[src/rtl/timer_dev.sv]
// ============================================================================
// Module   : timer_dev
// Brief    : Memory-mapped countdown timer with one-shot / auto-reload IRQ.
//            Optional macro TIMER_MODE1_EN enables auto-reload (mode 1).
// Revision : 1.0 - initial release
// ============================================================================
`default_nettype none

module timer_dev (
    input  logic        clk,
    input  logic        reset,
    input  logic [1:0]  Addr,
    input  logic        WE,
    input  logic [31:0] DI,
    output logic [31:0] DO,
    output logic        IRQ
);

    localparam logic [1:0] S_IDLE = 2'd0;
    localparam logic [1:0] S_LOAD = 2'd1;
    localparam logic [1:0] S_CNT  = 2'd2;
    localparam logic [1:0] S_INT  = 2'd3;

    localparam logic [1:0] c_ADDR_CTRL   = 2'd0;
    localparam logic [1:0] c_ADDR_PRESET = 2'd1;
    localparam logic [1:0] c_ADDR_COUNT  = 2'd2;

    logic [1:0]  r_state;
    logic [1:0]  w_next_state;
    logic [3:0]  r_ctrl;
    logic [31:0] r_preset;
    logic [31:0] r_count;
    logic        r_flag;

    logic        w_enable;
    logic        w_mode1;
    logic        w_wr_ctrl;
    logic        w_wr_preset;
    logic        w_load;
    logic        w_dec;
    logic        w_expire;
    logic        w_hw_dis;
    logic        w_hw_ack;

    assign w_enable    = r_ctrl[0];
    assign w_wr_ctrl   = WE && (Addr == c_ADDR_CTRL);
    assign w_wr_preset = WE && (Addr == c_ADDR_PRESET);

`ifdef TIMER_MODE1_EN
    assign w_mode1 = (r_ctrl[2:1] == 2'd1);
`else
    assign w_mode1 = 1'b0;
`endif

    always_ff @(posedge clk) begin
        if (reset) begin
            r_state <= S_IDLE;
        end else begin
            r_state <= w_next_state;
        end
    end

    always_comb begin
        w_next_state = r_state;
        case (r_state)
            S_IDLE: if (w_enable) w_next_state = S_LOAD;
            S_LOAD: w_next_state = S_CNT;
            S_CNT: begin
                if (!w_enable) begin
                    w_next_state = S_IDLE;
                end else if (r_count <= 32'd1) begin
                    w_next_state = S_INT;
                end
            end
            S_INT:   w_next_state = w_mode1 ? S_LOAD : S_IDLE;
            default: w_next_state = S_IDLE;
        endcase
    end

    always_comb begin
        w_load   = 1'b0;
        w_dec    = 1'b0;
        w_expire = 1'b0;
        w_hw_dis = 1'b0;
        w_hw_ack = 1'b0;
        case (r_state)
            S_LOAD: w_load = 1'b1;
            S_CNT: begin
                w_dec    = w_enable && (r_count > 32'd1);
                w_expire = w_enable && (r_count <= 32'd1);
            end
            S_INT: begin
                w_hw_dis = !w_mode1;
                w_hw_ack = w_mode1;
            end
            default: ;
        endcase
    end

    // Software CTRL write beats the hardware Enable clear; flag set beats the ack.
    always_ff @(posedge clk) begin
        if (reset) begin
            r_ctrl   <= 4'd0;
            r_preset <= 32'd0;
            r_count  <= 32'd0;
            r_flag   <= 1'b0;
        end else begin
            if (w_wr_ctrl) begin
                r_ctrl <= DI[3:0];
            end else if (w_hw_dis) begin
                r_ctrl[0] <= 1'b0;
            end

            if (w_wr_preset) begin
                r_preset <= DI;
            end

            if (w_load) begin
                r_count <= r_preset;
            end else if (w_dec) begin
                r_count <= r_count - 32'd1;
            end else if (w_expire) begin
                r_count <= 32'd0;
            end

            if (w_expire) begin
                r_flag <= 1'b1;
            end else if (w_wr_ctrl || w_hw_ack) begin
                r_flag <= 1'b0;
            end
        end
    end

    always_comb begin
        case (Addr)
            c_ADDR_CTRL:   DO = {28'd0, r_ctrl};
            c_ADDR_PRESET: DO = r_preset;
            c_ADDR_COUNT:  DO = r_count;
            default:       DO = 32'd0;
        endcase
    end

    assign IRQ = r_flag & r_ctrl[3];

endmodule

`default_nettype wire

[config.mk]
export PLATFORM = sky130hd
export DESIGN_NAME = timer_dev
export DESIGN_NICKNAME = d
export VERILOG_FILES = /design/src/rtl/timer_dev.sv
export SDC_FILE = /design/constraint.sdc
export NUM_CORES = 1
export LEC_CHECK = 0
export CORE_ASPECT_RATIO = 1.4
export CORE_UTILIZATION = 25
export CTS_BUF_LIST = sky130_fd_sc_hd__clkbuf_4
export DETAILED_ROUTE_END_ITERATION = 10
export SYNTH_ARGS = -nofsm -noshare
export SYNTH_HDL_FRONTEND = slang
export SYNTH_SLANG_ARGS = --single-unit
export TNS_END_PERCENT = 100
[constraint.sdc]
create_clock -name clk -period 4 [get_ports clk]
set_input_delay 0.8 -clock clk [delete_from_list [all_inputs] [get_ports clk]]
set_output_delay 0.8 -clock clk [all_outputs]
set_load 0.005 [all_outputs]
==> metrics.cfg, run 1 <==
[status]
status = complete, no violations

[floorplan]
pin_count = 70
dieArea_um2 = 15670
start_util_pct = 25.90
die_y_um = 147.7
rows = 52
die_w_um = 106.1
core-area_um2 = 14640

[clocking]
root_buffer = clkbuf_4
cts_setup_buffers = 0
ctsHtreeMaxLevel = 3
cts_tree = built
cts.path.max_buffers = 2
cts_hold_buffers = 0
cts_resized = 0
insertion_delay_ns = 0.45
clock-sinks = 71
cts_made_buffers = 9
path_clk_slew_ns = 0.11

[route]
final_antenna_net_count = 0
wl_met1_um = 5183
drc = 0
wirelength_um = 11700
first_iter_violations = 211
route.vias.total = 3732
met3_length_um = 519
highest_layer = met4
wl_per_cell_um = 16.14
wl_met2_um = 5648
drt-vias-per-instance = 5.148
drt_pass1_iterations = 4

[setup_path]
ff2ff_path_depth = 6
rrSetupSlack_ns = 1.56
worst-endpoint-arrival_ns = 2.64
path_class = in -> out
cp_max_fo = 16
cp.required_ns = 3.20
r2r_start = r_count[26]
startpoint_type = input pin
crit_path_end_kind = output pin
regToRegEndpoint = r_count[2]

[min_path]
hold_path_class = reg -> reg
hold_start = r_ctrl[2]
holdPathEnd = r_ctrl[2]
hold_depth = 2

[power]
p_int_uw = 967.0
p_sw_uw = 343.0
power.density_nw_per_um2 = 275.4
p_leak_nw = 1.728
swShare_pct = 26.18
ir_drop_v = 0.00009765
pwr-share-comb_pct = 10.8
p_clk_share_pct = 33.4
power_frac_seq_pct = 55.8

[logic_synthesis]
syn-num-nets = 518
yosysTopAreaCell = dfxtp_1
syn_area_per_cell_um2 = 7.915
ys_seq_area_share_pct = 37.49
synthFlopType = dfxtp_1
synth.area.top_cells = dfxtp_1, nand2_1, a21oi_1, a22o_1, clkbuf_1
netlist_area_um2 = 3791
synth_edf_count = 0
synth_top_area_share_pct = 37.49
yosysWarnings = 0
synth_seq_cells = 71
synth_cell_type_count = 59
synthArstFlopShare_pct = 0
syn_inst = 479

[timing]
worstMarginPinSlew_ns = 0.7808
finalHoldViolCount = 0
maxSlewViolCount = 0
slew_headroom_pct = 47.95
fin_crit_sh_pct = 85.92
period_needed_ns = 3.437
fin_hold_ws_ns = 0.4706
setup_viol = 0
clock.fmax_mhz = 291.0
rsz0062_at_grt = false
final.setup_skew_ns = 0.01478
finalSetupTns_ns = 0

[final_layout]
nets = 572
antennaDiodeCount = 0
nFillCells = 1550
final_common_cell = nand2_1
area_delta_synth_final_pct = 25.48
final_cell_mix = nand2_1, dfxtp_1, clkdlybuf4s50_1, a21oi_1, a22o_1
drive_above_1_share_pct = 7.836
postLayoutCoreUtil_pct = 32.50

[grt]
grt_usage_pct = 15.38
grt_pass1_wl_um = 18900
grt_max_degree = 71
antenna_found_initial = 0
grt_pass1_vias = 3716
gr-total-overflow = 0

[placement]
io_buffers = 69
hpwl_um = 8169
place_congestion = 0.8491

[run]
maxCapViolCount = 0

-- power by group through the flow --
| stage | sequential (mW) | combinational (mW) | clock [mW] |
|---|---|---|---|
| after detailed placement | 0.748 | 0.142 | 0 |
| after global placement | 0.747 | 0.140 | 0 |
| final | 0.731 | 0.141 | 0.437 |
| after CTS | 0.731 | 0.143 | 0.449 |
| after floorplan | 0.743 | 0.0732 | 0 |
| after global routing | 0.734 | 0.156 | 0.471 |
-- through the flow --
step	setup slack [ns]	total power, mW	std cells	instance area (µm²)
global route	0.4553	1.360	725	4757
finish	0.5633	1.310	725	4757
CTS	0.5432	1.324	725	4757
floorplan	1.214	0.8165	479	3791
global placement	0.5305	0.8876	711	4638
detailed placement	0.5431	0.8898	711	4638
-- cell usage after synthesis, types with 3 or more instances --
cell / number
a21oi_1: 52
a22o_1: 28
a22oi_1: 7
a31oi_1: 9
and2_1: 3
and3_1: 15
buf_6: 3
clkbuf_1: 32
dfxtp_1: 71
inv_1: 4
mux2i_1: 4
nand2_1: 101
nand3_1: 15
nand4_1: 3
nor2_1: 17
nor2b_1: 4
nor3_1: 11
nor4_1: 8
nor4_2: 3
o21ai_0: 7
o21ai_1: 6
o22ai_1: 15
or4_1: 4
xnor2_1: 13
xor2_1: 5
-- kinds of logic after synthesis --
family | after synthesis | synth area share [%]
AND/OR/NAND/NOR | 205 | 28.45
AO/OA/AOI/OAI | 138 | 23.50
multiplexers | 4 | 1.056
adder cells (fa/ha/maj) | 2 | 0.6600
buffers and inverters | 41 | 4.686
XOR/XNOR | 18 | 4.158
flip-flops | 71 | 37.49
-- worst max-delay path: stages --
cell and delay [ns]:
clkdlybuf4s50_1 0.67, nor2b_2 0.23, buf_4 0.26, a22o_1 0.18, clkdlybuf4s50_1 0.49
-- metal layers --
layer  vias up  track usage [%]
met5         -                0
met2       107            26.08
met1      1748            18.55
met4         0            7.500
li1       1851                -
met3        26            2.910
-- worst max path at each step --
stage / depth (start not counted) / start / to
floorplan: 5 / Addr[1] / DO[10]
global placement: 6 / Addr[0] / DO[3]
global route: 5 / Addr[1] / DO[14]
detailed placement: 6 / Addr[0] / DO[3]
CTS: 6 / Addr[0] / DO[3]
finish: 5 / Addr[1] / DO[15]
-- area by class of cell --
cell class              count  area, µm²  area share (%)
clock buffers               9      67.56           1.420
repair buffers             80      768.2           16.15
flip-flops and latches     71       1421           29.88
inverters                   4      15.01          0.3156
clock inverters             5      51.30           1.078
well taps                 189      236.5           4.971
multi-input cells         367       2197           46.19
-- registers in the layout, indices dropped and copies added, names as in the netlist --
| name | count |
|---|---|
| r_flag | 1 |
| r_state | 2 |
| r_preset | 32 |
| r_count | 32 |
| r_ctrl | 4 |
Note: power is estimated with default switching activity, not from simulation.
==> run 2: changes to the inputs <==
--- a/config.mk
+++ b/config.mk
@@ -9,6 +9,7 @@
 export CORE_UTILIZATION = 25
 export CTS_BUF_LIST = sky130_fd_sc_hd__clkbuf_4
 export DETAILED_ROUTE_END_ITERATION = 10
+export PLACE_DENSITY = 0.45
 export SYNTH_ARGS = -nofsm -noshare
 export SYNTH_HDL_FRONTEND = slang
 export SYNTH_SLANG_ARGS = --single-unit
==> run 2 against run 1 <==
Compared with the run above:
- wire length rose by 4.5%
- final area up 0.92%
- worst hold slack better by 0.0095 ns
- non-clock buffer count rose by 1
- clock skew is 0.0042 ns higher
- highest routed layer unchanged
==> metrics.cfg, run 2 (synthesis results as in run 1) <==
[timing]
worstMarginPinSlew_ns = 0.9461  ; was 0.7808 ns
clock.fmax_mhz = 292.5  ; was 291.0 MHz
slew_headroom_pct = 36.93  ; was 47.95%
fin_crit_sh_pct = 85.47  ; was 85.92%
maxSlewViolCount = 0  ; unchanged
final.setup_skew_ns = 0.01903  ; was 0.01478 ns
setup_viol = 0  ; unchanged
postLayoutSetupSlackWorst_ns = 0.5814  ; was 0.5633 ns
finalSetupTns_ns = 0  ; unchanged
rsz0062_at_grt = false  ; unchanged
finalHoldViolCount = 0  ; unchanged
period_needed_ns = 3.419  ; was 3.437 ns

[min_path]
holdPathEnd = r_ctrl[2]  ; unchanged
hold_start = r_ctrl[2]  ; unchanged
hold_path_class = reg -> reg  ; unchanged
hold_depth = 2  ; unchanged

[route]
wirelength_um = 12230  ; was 11700 µm
drt_pass1_iterations = 4  ; unchanged
route.vias.total = 3708  ; was 3732
wl_per_cell_um = 16.77  ; was 16.14 µm
first_iter_violations = 149  ; was 211
drt-vias-per-instance = 5.086  ; was 5.148
final_antenna_net_count = 0  ; unchanged
drc = 0  ; unchanged

[clocking]
cts_hold_buffers = 0  ; unchanged
insertion_delay_ns = 0.44  ; was 0.45 ns
cts_resized = 0  ; unchanged
clock-sinks = 71  ; unchanged
cts_tree = built  ; unchanged
root_buffer = clkbuf_4  ; unchanged
cts_made_buffers = 9  ; unchanged
ctsHtreeMaxLevel = 3  ; unchanged
cts.path.max_buffers = 2  ; unchanged
cts_setup_buffers = 0  ; unchanged
path_clk_slew_ns = 0.13  ; was 0.11 ns

[grt]
grt_max_degree = 58  ; was 71
top_usage_layer = met2  ; unchanged
grt_pass1_vias = 3584  ; was 3716
grt_use_met1_pct = 19.59  ; was 18.55%
antenna_found_initial = 1  ; was 0
gr-total-overflow = 0  ; unchanged
grt_use_met3_pct = 2.690  ; was 2.910%
grt_pass1_wl_um = 19380  ; was 18900 µm
grt_usage_pct = 16.04  ; was 15.38%
grtUsageMet2_pct = 28.07  ; was 26.08%

[floorplan]
start_util_pct = 25.90  ; unchanged
die_y_um = 147.7  ; unchanged
core-area_um2 = 14640  ; unchanged
rows = 52  ; unchanged
die_w_um = 106.1  ; unchanged
dieArea_um2 = 15670  ; unchanged
pin_count = 70  ; unchanged

[final_layout]
reg.largest.list = r_count (32), r_preset (32), r_ctrl (4)  ; unchanged
nFillCells = 1554  ; was 1550
drive_above_1_share_pct = 8.534  ; was 7.836%
nets = 573  ; was 572
final_area_um2 = 4801  ; was 4757 µm²
final_cell_mix = nand2_1, dfxtp_1, clkdlybuf4s50_1, a21oi_1, a22o_1  ; unchanged
area_delta_synth_final_pct = 26.63  ; was 25.48%
final_common_cell = nand2_1  ; unchanged

[run]
maxCapViolCount = 0  ; unchanged

[placement]
hpwl_um = 8498  ; was 8169 µm
preCtsSetupSlack_ns = 0.5704  ; was 0.5431 ns
place_congestion = 0.8087  ; was 0.8491
placed_area_um2 = 4658  ; was 4638 µm²
io_buffers = 69  ; unchanged

[power]
pwr-share-comb_pct = 10.7  ; was 10.8%
p_sw_uw = 366.6  ; was 343.0 µW
p_clk_share_pct = 35.0  ; was 33.4%
p_leak_nw = 1.743  ; was 1.728 nW
swShare_pct = 27.22  ; was 26.18%
power.density_nw_per_um2 = 280.6  ; was 275.4 nW/µm²
p_int_uw = 980.4  ; was 967.0 µW
finalPower_mw = 1.347  ; was 1.310 mW
ir_drop_v = 0.0001137  ; was 0.00009765 V
power_frac_seq_pct = 54.3  ; was 55.8%

[setup_path]
startpoint_type = input pin  ; unchanged
rrSetupSlack_ns = 1.48  ; was 1.56 ns
r2r_start = r_count[0]  ; was r_count[26]
ff2ff_path_depth = 8  ; was 6
crit_path_end_kind = output pin  ; unchanged
cp_max_fo = 16  ; unchanged
worst-endpoint-arrival_ns = 2.62  ; was 2.64 ns
path_class = in -> out  ; unchanged
crit_start = Addr[1]  ; unchanged
regToRegEndpoint = r_count[24]  ; was r_count[2]
cp.required_ns = 3.20  ; about the same

[status]
status = complete, no violations  ; unchanged

==> run 2: how the worst max path moves through the flow <==
| stage | to |
|---|---|
| 3_3_place_gp | DO[19] |
| 3_5_place_dp | DO[19] |
| 5_1_grt | DO[3] |
| 6_report | DO[20] |
| 2_1_floorplan | DO[10] |
| 4_1_cts | DO[19] |
==> run 2: layout make-up <==
cell class                 instances  area, µm²  area share, %
clock inverter                     7      72.57          1.512
timing repair buffer              81      788.3          16.42
tap                              189      236.5          4.926
antenna                            1      2.502        0.05212
multi-input combinational        367       2197          45.77
clock buffer                       9      67.56          1.407
sequential                        71       1421          29.61
inverter                           4      15.01         0.3127
==> run 2: per-layer routing <==
layer / vias to the layer above / wire [µm]
li1: 1860 / -
met5: - / 0
met4: 0 / 178
met3: 10 / 507
met1: 1750 / 5256
met2: 88 / 6286
==> run 2: critical path, stage by stage <==
cell	delay [ns]
clkdlybuf4s50_1	0.61
nor2b_2	0.26
buf_4	0.26
a22o_1	0.18
clkdlybuf4s50_1	0.50
==> run 2: per-stage QoR <==
step                instances  utilization (%)  hold WS [ns]
finish                    729            32.79        0.4801
global route              729            32.79        0.5050
CTS                       728            32.78        0.4784
detailed placement        712            31.82        0.4598
global placement          712            31.82        0.4448
floorplan                 479                -        0.4357
==> run 2: power by group through the flow <==
stage / combinational, mW / clock [mW] / sequential [mW]
2_1_floorplan: 0.0732 / 0 / 0.743
3_3_place_gp: 0.145 / 0 / 0.747
3_5_place_dp: 0.146 / 0 / 0.747
4_1_cts: 0.147 / 0.487 / 0.732
5_1_grt: 0.159 / 0.516 / 0.734
6_report: 0.145 / 0.471 / 0.731
==> run 3: changes to the inputs <==
--- a/config.mk
+++ b/config.mk
@@ -6,10 +6,11 @@
 export NUM_CORES = 1
 export LEC_CHECK = 0
 export CORE_ASPECT_RATIO = 1.4
-export CORE_UTILIZATION = 25
+export CORE_UTILIZATION = 45
 export CTS_BUF_LIST = sky130_fd_sc_hd__clkbuf_4
 export DETAILED_ROUTE_END_ITERATION = 10
-export PLACE_DENSITY = 0.45
+export PLACE_DENSITY = 0.71
+export RECOVER_POWER = 25
 export SYNTH_ARGS = -nofsm -noshare
 export SYNTH_HDL_FRONTEND = slang
 export SYNTH_SLANG_ARGS = --single-unit
==> run 3 against run 2 <==
Compared with the run above:
- power shrank 4.9%
- non-clock buffer count shrank 2
- via count grew 0.97%
- final area shrank 4.2%
- highest routed layer unchanged
- flip-flop and latch count is the same
- wire length shrank 17%
- sequential share of layout area grew 1.3 points
- maximum frequency shrank 1.7%
- clock power shrank 12%
- sequential power is essentially flat
- register-to-register slack lost 0.30 ns
- worst hold slack lost 0.018 ns
==> metrics.cfg, run 3 (synthesis results as in run 1) <==
[route]
wl_per_cell_um = 15.97  ; was 16.77 µm
route.vias.total = 3744  ; was 3708
drt_pass1_iterations = 6  ; was 4
first_iter_violations = 275  ; was 149
final_antenna_net_count = 0  ; unchanged
drt-vias-per-instance = 5.859  ; was 5.086
drc = 0  ; unchanged
wirelength_um = 10210  ; was 12230 µm

[setup_path]
cp.required_ns = 3.20  ; about the same
path_class = in -> out  ; unchanged
cp_max_fo = 23  ; was 16
worst-endpoint-arrival_ns = 2.68  ; was 2.62 ns
crit_path_end_kind = output pin  ; unchanged
startpoint_type = input pin  ; unchanged

[placement]
preCtsSetupSlack_ns = 0.5683  ; was 0.5704 ns
placed_cells = 623  ; was 712
place_congestion = 0.9009  ; was 0.8087
io_buffers = 69  ; unchanged
hpwl_um = 6976  ; was 8498 µm

[floorplan]
core-area_um2 = 8149  ; was 14640 µm²
die_w_um = 79.58  ; was 106.1 µm
pin_count = 70  ; unchanged
die_y_um = 110.6  ; was 147.7 µm
dieArea_um2 = 8801  ; was 15670 µm²
rows = 39  ; was 52
start_util_pct = 46.52  ; was 25.90%

[grt]
grt_max_degree = 60  ; was 58
gr-total-overflow = 0  ; unchanged
grt_pass1_wl_um = 17040  ; was 19380 µm
antenna_found_initial = 0  ; was 1
grt_pass1_vias = 3567  ; was 3584
grt_usage_pct = 24.79  ; was 16.04%

[clocking]
clock-sinks = 71  ; unchanged
ctsHtreeMaxLevel = 3  ; unchanged
cts_resized = 0  ; unchanged
cts_made_buffers = 9  ; unchanged
cts.path.max_buffers = 2  ; unchanged
insertion_delay_ns = 0.44  ; about the same
cts_tree = built  ; unchanged
root_buffer = clkbuf_4  ; unchanged
path_clk_slew_ns = 0.10  ; was 0.13 ns
cts_setup_buffers = 0  ; unchanged
cts_hold_buffers = 0  ; unchanged

[final_layout]
drive_above_1_share_pct = 6.704  ; was 8.534%
nets = 571  ; was 573
postLayoutCoreUtil_pct = 56.44  ; was 32.79%
nFillCells = 795  ; was 1554
final_cell_mix = nand2_1, dfxtp_1, clkdlybuf4s50_1, a21oi_1, a22o_1  ; unchanged
final_common_cell = nand2_1  ; unchanged
regArea_um2 = 1421  ; unchanged
multi_input_area_um2 = 2161  ; was 2197 µm²
fin_cells = 639  ; was 729
antennaDiodeCount = 0  ; was 1
reg.largest.list = r_count (32), r_preset (32), r_ctrl (4)  ; unchanged
area_delta_synth_final_pct = 21.32  ; was 26.63%

[power]
p_leak_nw = 1.714  ; was 1.743 nW
ir_drop_v = 0.0001845  ; was 0.0001137 V
power.density_nw_per_um2 = 278.5  ; was 280.6 nW/µm²

[timing]
slew_headroom_pct = 27.66  ; was 36.93%
maxSlewViolCount = 0  ; unchanged
finalSetupTns_ns = 0  ; unchanged
fin_crit_sh_pct = 86.96  ; was 85.47%
rsz0062_at_grt = false  ; unchanged
period_needed_ns = 3.478  ; was 3.419 ns
worstMarginPinSlew_ns = 1.081  ; was 0.9461 ns
final.setup_skew_ns = 0.01508  ; was 0.01903 ns
postLayoutSetupSlackWorst_ns = 0.5217  ; was 0.5814 ns
setup_viol = 0  ; unchanged
clock.fmax_mhz = 287.5  ; was 292.5 MHz
finalHoldViolCount = 0  ; unchanged

[status]
status = complete, no violations  ; unchanged

[run]
maxCapViolCount = 0  ; unchanged

[min_path]
hold_path_class = reg -> reg  ; unchanged

run 3: final timing paths:
kind               startpoint    endpoint  slack (ns)  depth (start not counted)
hold / removal      r_ctrl[2]   r_ctrl[2]        0.46                          2
hold reg to reg     r_ctrl[2]   r_ctrl[2]        0.46                          2
setup reg to reg  r_count[26]  r_count[2]        1.18                          6
setup / recovery      Addr[1]      DO[24]        0.52                          5
run 3: critical path: stages:
cell and delay, ns:
dlygate4sd3_1 0.67, nor2b_1 0.19, buf_4 0.31, a22o_1 0.20
clkdlybuf4s50_1 0.51
run 3: final cells by class:
cell class | count | area share (%)
multi-input combinational | 367 | 46.98
timing repair buffer | 79 | 16.46
clock buffer | 15 | 2.448
sequential | 71 | 30.90
tap | 102 | 2.775
clock inverter | 1 | 0.1088
inverter | 4 | 0.3264
run 3: per-layer routing:
metal / routed length (µm) / track usage, %
met1: 4292 / 30.51
met2: 5054 / 40.85
met3: 625 / 5.041
met4: 232 / 11.03
met5: 0 / 0
run 3: where the power goes:
group	internal (mW)	switching, mW	total (mW)
clock	0.170	0.245	0.415
combinational	0.0660	0.0697	0.136
sequential	0.720	0.0111	0.731
total	0.955	0.326	1.28
run 3: through the flow:
stage	power, mW	hold WS (ns)	cell area [µm²]
5_1_grt	1.329	0.4887	4599
3_3_place_gp	0.8830	0.4470	4522
6_report	1.281	0.4623	4599
4_1_cts	1.290	0.4632	4639
3_5_place_dp	0.8850	0.4482	4522
2_1_floorplan	0.8165	0.4357	3791
